## config.mk

```make
export PLATFORM = sky130hd
export DESIGN_NAME = weight_row_shifter
export DESIGN_NICKNAME = d
export VERILOG_FILES = /design/src/rtl/cnn_pkg.sv /design/src/rtl/weight_row_shifter.sv
export SDC_FILE = /design/constraint.sdc
export NUM_CORES = 2
export LEC_CHECK = 0
export CAP_MARGIN = 20
export CORE_AREA = 5 5 285 287
export CTS_BUF_LIST = sky130_fd_sc_hd__clkbuf_4 sky130_fd_sc_hd__clkbuf_8
export DETAILED_ROUTE_END_ITERATION = 12
export DIE_AREA = 0 0 290 292
export GPL_TIMING_DRIVEN = 0
export SYNTH_ARGS = -nofsm -noshare
export SYNTH_HDL_FRONTEND = slang
export SYNTH_SLANG_ARGS = --single-unit
```

## constraint.sdc

```tcl
create_clock -name clk -period 44.1 [get_ports clk]
set_input_delay 8.82 -clock clk [delete_from_list [all_inputs] [get_ports clk]]
set_output_delay 8.82 -clock clk [all_outputs]
set_load 0.01 [all_outputs]
```

## src/rtl/cnn_pkg.sv

```systemverilog
// Shared definitions for the CNN weight path.
// Holds the default geometry (element width, array dimension, width of the
// size/index fields), the row-shifter FSM state encoding, and the flattened
// weight-matrix element offset used by both weight_fill_control and
// weight_row_shifter so the two agree on the layout of the snapshot bus.
package cnn_pkg;

    localparam int default_data_size     = 8;
    localparam int default_array_size    = 9;
    localparam int default_dim_data_size = 8;

    typedef enum logic [1:0] {
        IDLE  = 2'd0,
        SHIFT = 2'd1,
        LOAD  = 2'd2,
        FIN   = 2'd3
    } state_t;

    // Bit offset of element (r,c) in a flattened n x n matrix of w-bit elements.
    function automatic int elem_offset(input int r, input int c,
                                       input int n = default_array_size,
                                       input int w = default_data_size);
        return (r * n + c) * w;
    endfunction

endpackage

```

## src/rtl/weight_row_shifter.sv

```systemverilog
// weight_row_shifter
// Takes the flattened weight snapshot produced by weight_fill_control and
// streams it into the systolic array one row per accepted beat, bottom row
// first, so that after array_size beats every PE row holds its own weights.
// Rows and columns at or beyond the active kernel size k are zeroed. After the
// last beat a one-cycle load_weights strobe is issued, then a one-cycle done.
// An illegal k (0 or larger than the array) skips straight to done+size_err.
//
// Ports:
//   clk          system clock, rising edge
//   reset        asynchronous active-high reset
//   fill_done    rising edge starts a transfer (ignored while busy)
//   weight_in    snapshot, element (r,c) at elem_offset(r,c)
//   weight_size  kernel dimension k, captured with weight_in
//   array_ready  array accepts row_out this cycle
//   row_out      current row, column c at [c*data_size +: data_size]
//   row_valid    row_out is valid
//   row_index    source row on row_out (0 when not valid)
//   load_weights one-cycle strobe after the last beat
//   busy         transfer in progress
//   done         one-cycle completion pulse
//   size_err     one-cycle pulse with done when k was illegal
module weight_row_shifter
    import cnn_pkg::*;
#(
    parameter int data_size     = default_data_size,
    parameter int array_size    = default_array_size,
    parameter int dim_data_size = default_dim_data_size
) (
    input  logic                                        clk,
    input  logic                                        reset,
    input  logic                                        fill_done,
    input  logic [array_size*array_size*data_size-1:0]  weight_in,
    input  logic [dim_data_size-1:0]                    weight_size,
    input  logic                                        array_ready,
    output logic [array_size*data_size-1:0]             row_out,
    output logic                                        row_valid,
    output logic [dim_data_size-1:0]                    row_index,
    output logic                                        load_weights,
    output logic                                        busy,
    output logic                                        done,
    output logic                                        size_err
);

    localparam int idx_w = (array_size > 1) ? $clog2(array_size) : 1;
    localparam int row_w = array_size * data_size;
    localparam int mat_w = array_size * row_w;

    state_t                   state_reg, state_next;
    logic [idx_w-1:0]         row_cnt_reg, row_cnt_next;
    logic [dim_data_size-1:0] k_reg, k_next;
    logic [mat_w-1:0]         shadow_reg, shadow_next;
    logic                     err_reg, err_next;
    logic                     fill_done_q;

    logic start;
    logic k_bad;
    assign start = fill_done & ~fill_done_q;
    assign k_bad = (weight_size == '0) || (weight_size > dim_data_size'(array_size));

    // ---------------- row select and mask ----------------
    logic [row_w-1:0] rows [array_size];
    logic [row_w-1:0] sel_row;
    logic             row_en;

    genvar gi;
    generate
        for (gi = 0; gi < array_size; gi++) begin : g_rows
            assign rows[gi] = shadow_reg[elem_offset(gi, 0, array_size, data_size) +: row_w];
        end
    endgenerate

    assign sel_row = rows[row_cnt_reg];
    // Whole row is blanked once the row number reaches k; this also keeps
    // row_out at zero whenever row_valid is low.
    assign row_en  = row_valid && (dim_data_size'(row_cnt_reg) < k_reg);

    generate
        for (gi = 0; gi < array_size; gi++) begin : g_cols
            assign row_out[gi*data_size +: data_size] =
                (row_en && (k_reg > dim_data_size'(gi))) ? sel_row[gi*data_size +: data_size]
                                                         : '0;
        end
    endgenerate

    assign row_index = row_valid ? dim_data_size'(row_cnt_reg) : '0;
    assign busy      = (state_reg != IDLE);

    // ---------------- FSM ----------------
    always_ff @(posedge clk or posedge reset) begin
        if (reset) begin
            state_reg   <= IDLE;
            row_cnt_reg <= '0;
            k_reg       <= '0;
            shadow_reg  <= '0;
            err_reg     <= 1'b0;
            fill_done_q <= 1'b0;
        end else begin
            state_reg   <= state_next;
            row_cnt_reg <= row_cnt_next;
            k_reg       <= k_next;
            shadow_reg  <= shadow_next;
            err_reg     <= err_next;
            fill_done_q <= fill_done;
        end
    end

    always_comb begin
        state_next   = state_reg;
        row_cnt_next = row_cnt_reg;
        k_next       = k_reg;
        shadow_next  = shadow_reg;
        err_next     = err_reg;
        row_valid    = 1'b0;
        load_weights = 1'b0;
        done         = 1'b0;
        size_err     = 1'b0;
        case (state_reg)
            IDLE: begin
                err_next = 1'b0;
                if (start) begin
                    shadow_next = weight_in;
                    k_next      = weight_size;
                    if (k_bad) begin
                        err_next   = 1'b1;
                        state_next = FIN;
                    end else begin
                        row_cnt_next = idx_w'(array_size - 1);
                        state_next   = SHIFT;
                    end
                end
            end
            SHIFT: begin
                row_valid = 1'b1;
                if (array_ready) begin
                    if (row_cnt_reg == '0) begin
                        state_next = LOAD;
                    end else begin
                        row_cnt_next = row_cnt_reg - 1'b1;
                    end
                end
            end
            LOAD: begin
                load_weights = 1'b1;
                state_next   = FIN;
            end
            FIN: begin
                done       = 1'b1;
                size_err   = err_reg;
                state_next = IDLE;
            end
            default: state_next = IDLE;
        endcase
    end

endmodule

```

== After elaboration in Yosys (flattened, before gate mapping) ==
Index checks and enable logic that the tools add are counted.

* Register bits: 664
* Input port bits: 660
* Output and inout port bits: 85
* Logic and storage cells: 78

* Add/subtract/negate cells: 1
* $lt $le $gt $ge: 12
* Equality and inequality tests: 8
* Multiplexer cells: 29
* Bitwise operators: 3
* Reduce and logical (&&, ||, !) cells: 19

{| class="wikitable"
|+ Operators by type and width
! cell !! count
|-
| $bmux 72 s4 || 1
|-
| $mux 72 || 2
|-
| $mux 8 || 9
|-
| $gt 8x3->1 const B || 4
|-
| $mux 4 || 5
|-
| $gt 8x1->1 const B || 2
|-
| $gt 8x2->1 const B || 2
|-
| $gt 8x4->1 const B || 2
|-
| $logic_and 1x1->1 || 10
|-
| $ne 2x2->1 const B || 5
|-
| $logic_not 8->1 || 1
|-
| $lt 4x8->1 || 1
|-
| $mux 2 || 4
|-
| $pmux 2 s4 || 1
|-
| $pmux 4 s2 || 1
|-
| $mux 1 || 6
|-
| $ge 5x5->1 const B || 1
|-
| $not 4->5 || 1
|-
| $reduce_and 5->1 || 1
|-
| $eq 2x2->1 const B || 2
|-
| $logic_not 4->1 || 1
|-
| $reduce_bool 2->1 || 2
|-
| $sub 4x1->4 const B || 1
|-
| $reduce_and 3->1 || 1
|-
| 6 further kinds || 6
|}

== Depth between registers and ports, before layout ==
* Depth in word-level cells: 5
* Depth in mapped cells: 9
* Mapped depth without buffers: 6

== Worst setup path after synthesis ==
No wires, ideal clock.

* Path kind: register -> output
* From: register k_reg[1]
* To: output port row_out[24]
* Arrival time: 2030 ps
* Data required time: 35280 ps
* Slack: 33250 ps
* Cell stages (with the launch flop): 6
* Path buffers: 0
* Cells stage by stage: dfrtp_1 > inv_1 > ha_1 > a2111oi_4 > o22ai_1 > a221oi_1

* Cells in the longest elaborated chain, start to end: 4
* Elaborated cells between the ends (all ways): 5
* Classes of those cells: 2 x order compare; 1 x mux; 2 x reduce/logical

{| class="wikitable"
|+ RTL lines
! what !! line !! text
|-
| start: declaration || weight_row_shifter.sv:51 || <nowiki>logic [dim_data_size-1:0] k_reg, k_next;</nowiki>
|-
| start signal: assignment || weight_row_shifter.sv:101 || <nowiki>k_reg <= k_next;</nowiki>
|-
| $lt 4x8->1 || weight_row_shifter.sv:76 || <nowiki>assign row_en = row_valid && (dim_data_size'(row_cnt_reg) < k_reg);</nowiki>
|-
| $logic_and 1x1->1 || weight_row_shifter.sv:76 ||
|-
| $logic_and 1x1->1 * || weight_row_shifter.sv:81 || <nowiki>(row_en && (k_reg > dim_data_size'(gi))) ? sel_row[gi*data_size +: data_size]</nowiki>
|-
| $mux 8 * || weight_row_shifter.sv:81 ||
|-
| end: declaration || weight_row_shifter.sv:36 || <nowiki>output logic [array_size*data_size-1:0] row_out,</nowiki>
|}

Mark *: on every way between the ends. The rest lies on a longest branch, timed or not.

== Worst setup path after layout ==
* From: register row_cnt_reg[2]
* To: output port row_out[54]

* Cells in the longest elaborated chain, start to end: 5
* Elaborated cells between the ends (all ways): 8
* Classes of those cells: 1 x order compare; 4 x mux; 1 x bitwise; 2 x reduce/logical

{| class="wikitable"
|+ RTL lines
! what !! line !! text
|-
| start: declaration || weight_row_shifter.sv:50 || <nowiki>logic [idx_w-1:0] row_cnt_reg, row_cnt_next;</nowiki>
|-
| start signal: assignment || weight_row_shifter.sv:100 || <nowiki>row_cnt_reg <= row_cnt_next;</nowiki>
|-
| $not 4->5 (not written as such) || weight_row_shifter.sv:73 || <nowiki>assign sel_row = rows[row_cnt_reg];</nowiki>
|-
| $bmux 72 s4 || weight_row_shifter.sv:73 ||
|-
| $mux 72 (not written as such) (2 in series) || weight_row_shifter.sv:73 ||
|-
| $mux 8 * || weight_row_shifter.sv:81 ||
|}

Mark *: on every way between the ends. The rest lies on a longest branch, timed or not. The select of a mux whose other input is x is not followed.

==> flow_metrics.py <==
metrics = {
    "cts": {
        "cts_htree_levels": 3,
        "ctsResizeCount": 0,
        "cts_tree": "built",
        "hold_buffers": 0,
        "insertion_delay_ns": 0.72,
        "cts_made_buffers": 118,
        "clk_pin_slew_ns": 0.06,
        "cts.sinks": 664,
        "root_buffer": "clkbuf_8",
        "post_cts_buffers": 0,
        "clockBufferDepth": 3,
    },
    "grt": {
        "grt_max_degree": 122,
        "antenna_found_initial": 44,
        "overflow": 0,
        "grt_pass1_wl_um": 171000,
        "grt_usage_pct": 27.7,
        "grt_pass1_vias": 24000,
    },
    "power": {
        "internal_power_w": 0.00188,
        "swShare_pct": 33.9,
        "clock_power_share_pct": 21.8,
        "vdd_drop_max_mv": 0.0330,
        "power.switching_w": 0.000968,
        "pwr_density_cell_mw_per_mm2": 68.3,
        "seqPwrFrac_pct": 37.7,
        "p_comb_share_pct": 40.5,
        "cellLeakagePower_nw": 17.1,
    },
    "synthesis": {
        "synth_edf_count": 0,
        "yosys_warnings": 0,
        "synth.avg_cell_area_sq_um": 15.7,
        "synth.distinct_cells": 42,
        "synth-seq-cells": 664,
        "synth_flop_cell": "dfrtp_1",
        "synth_top_area_share_pct": 55.5,
        "yosysTopAreaCell": "dfrtp_1",
        "synth_cells": 1912,
        "netlist_top_cells_area": "dfrtp_1 (55%), mux2_2 (25%), mux4_2 (11%)",
        "seq_area_frac_synth_pct": 55.5,
        "netlist_area_sq_mm": 0.0300,
        "async_reset_ff_share_pct": 100,
    },
    "route": {
        "drt_pass1_iterations": 5,
        "vias": 21500,
        "ant_nets": 0,
        "drc": 0,
        "finalWirelength_um": 120000,
        "drt-wirelength-per-cell_um": 30.2,
        "viasPerCell": 5.40,
        "drt_iter0_drc": 1222,
    },
    "worst_setup_path": {
        "path_class": "flop to output port",
        "end_kind": "output port",
        "crit_arrival_ns": 4.40,
        "cp-startpoint": "row_cnt_reg[2]",
        "cp_max_fo": 10,
        "r2r_cells": 8,
        "cp.required_ns": 35.28,
        "reg2reg_from": "state_reg[1]",
        "critPathTopFamily": "buffers and inverters",
        "path_cells": "buf_2, or3_1, nor2_2, clkbuf_1, nand2_1, a221oi_1, clkdlybuf4s50_1",
        "r2r-end": "shadow_reg[402]",
        "r2r_setup_slack_ns": 40.96,
        "slowest_delay_ns": 0.75,
        "worst-path-stages": 7,
        "crit_end": "row_out[54]",
        "cp_num_buf_inv": 3,
        "crit_path_top_delay_cell": "nor2_2",
        "crit_path_start_kind": "flop",
    },
    "sta": {
        "fmax_mhz": 75.7,
        "slew_headroom_pct": 21.9,
        "setup_viol": 0,
        "skew_ns": 0.0335,
        "rsz0062_at_grt": "false",
        "period_share_pct": 30.0,
        "fin_setup_tns_ns": 0,
        "fin_crit_ns": 13.22,
        "hold_viol_final": 0,
        "slew_violations": 0,
        "worst_pin_slew_ns": 1.16,
        "final.setup.worst_slack_ns": 30.88,
    },
    "floorplan": {
        "initial_utilization_pct": 38.2,
        "core_sq_mm": 0.0784,
        "dieHeight_um": 292,
        "pin_count": 745,
        "die_x_um": 290,
        "num_rows": 103,
        "dieArea_sq_mm": 0.0847,
    },
    "status": {
        "status": "finished clean",
    },
    "layout": {
        "fin_cells": 3979,
        "synthToLayoutAreaGrowth_pct": 39.3,
        "largest_reg_flops": 648,
        "nNetsFinal": 3461,
        "final_common_cell": "clkdlybuf4s50_1",
        "layout-drive-gt1-share_pct": 39.0,
        "final_cell_mix": "clkdlybuf4s50_1 (740), mux2_2 (665), dfrtp_1 (664)",
    },
    "worst_hold_path": {
        "hp-class": "flop to flop",
        "hold_path_depth": 1,
    },
    "placement": {
        "dp_cells": 3722,
        "dp_slack_ns": 31.54,
        "place_hpwl_um": 92100,
        "place.gp.congestion": 0.875,
        "port_buffers": 740,
    },
    "flow_run": {
        "cap_violations": 0,
    },
}
-- kinds of logic after synthesis --
logic type	count (synthesis)	synth area share, %
buf+inv	157	2.38
flops	664	55.5
mux	810	35.8
fa+ha+maj	8	0.334
other cells	1	0.0125
compound gates	167	4.48
simple gates	105	1.49
-- worst register-to-register path: stages, from the launching register on --
cell and delay (ns):
dfrtp_1 0.40, inv_1 0.09, ha_1 0.19, clkbuf_1 0.18, nand2_1 0.26, clkbuf_1 0.59
buf_8 0.25, clkbuf_1 0.62, mux2_2 0.42
-- final cells by class --
| cell class | count | area (sq um) |
|---|---|---|
| plain buffers | 146 | 671 |
| well taps | 1050 | 1310 |
| fillers | 6755 | 36600 |
| inverters | 11 | 48.8 |
| diodes | 35 | 87.6 |
| repair buffers | 758 | 7710 |
| clock inverters | 27 | 163 |
| multi-input cells | 1094 | 12700 |
| clock buffers | 194 | 2460 |
| flip-flops and latches | 664 | 16600 |
-- stage by stage --
step / util (%) / total power, W / instance area, sq um / hold slack, ns
6_report: 53.3 / 0.00285 / 41700 / 0.498
5_1_grt: 53.2 / 0.00300 / 41700 / 0.511
4_1_cts: 53.1 / 0.00287 / 41600 / 0.499
3_5_place_dp: 49.8 / 0.00224 / 39000 / 0.486
3_3_place_gp: 49.4 / 0.00220 / 38700 / 0.471
2_1_floorplan: - / 0.00178 / 30000 / 0.447
-- synthesized netlist by cell type, types with 6 or more instances --
library cell / number
nor2_1: 14
ha_1: 8
clkbuf_1: 69
a211oi_1: 8
a221oi_1: 64
mux2_2: 665
o21ai_1: 6
nand2_1: 71
a22oi_1: 72
buf_2: 65
dfrtp_1: 664
mux4_2: 144
inv_1: 11
buf_4: 11
-- power groups by stage --
stage / Clock, W / Sequential [W] / Combinational [W]
after global routing: 0.000660 / 0.00111 / 0.00123
after floorplan: 0 / 0.00102 / 0.000754
after CTS: 0.000633 / 0.00107 / 0.00117
final: 0.000621 / 0.00108 / 0.00115
after detailed placement: 0 / 0.00108 / 0.00116
after global placement: 0 / 0.00107 / 0.00113
-- routing by layer --
layer / part of all wire [%] / global-route usage (%) / vias to the layer above
met4: 2.6 / 8.33 / 22
met1: 38 / 33.3 / 11400
li1: - / - / 9078
met5: 0.12 / 0 / -
met2: 52 / 48.5 / 808
met3: 7.4 / 7.96 / 185
-- worst min path at each step --
stage / start / to / slack, ns
2_1_floorplan: err_reg / err_reg / 0.45
3_3_place_gp: err_reg / err_reg / 0.47
3_5_place_dp: err_reg / err_reg / 0.49
4_1_cts: err_reg / err_reg / 0.50
5_1_grt: shadow_reg[250] / shadow_reg[250] / 0.51
6_report: shadow_reg[178] / shadow_reg[178] / 0.50
Power figures use the tool's default switching activity.
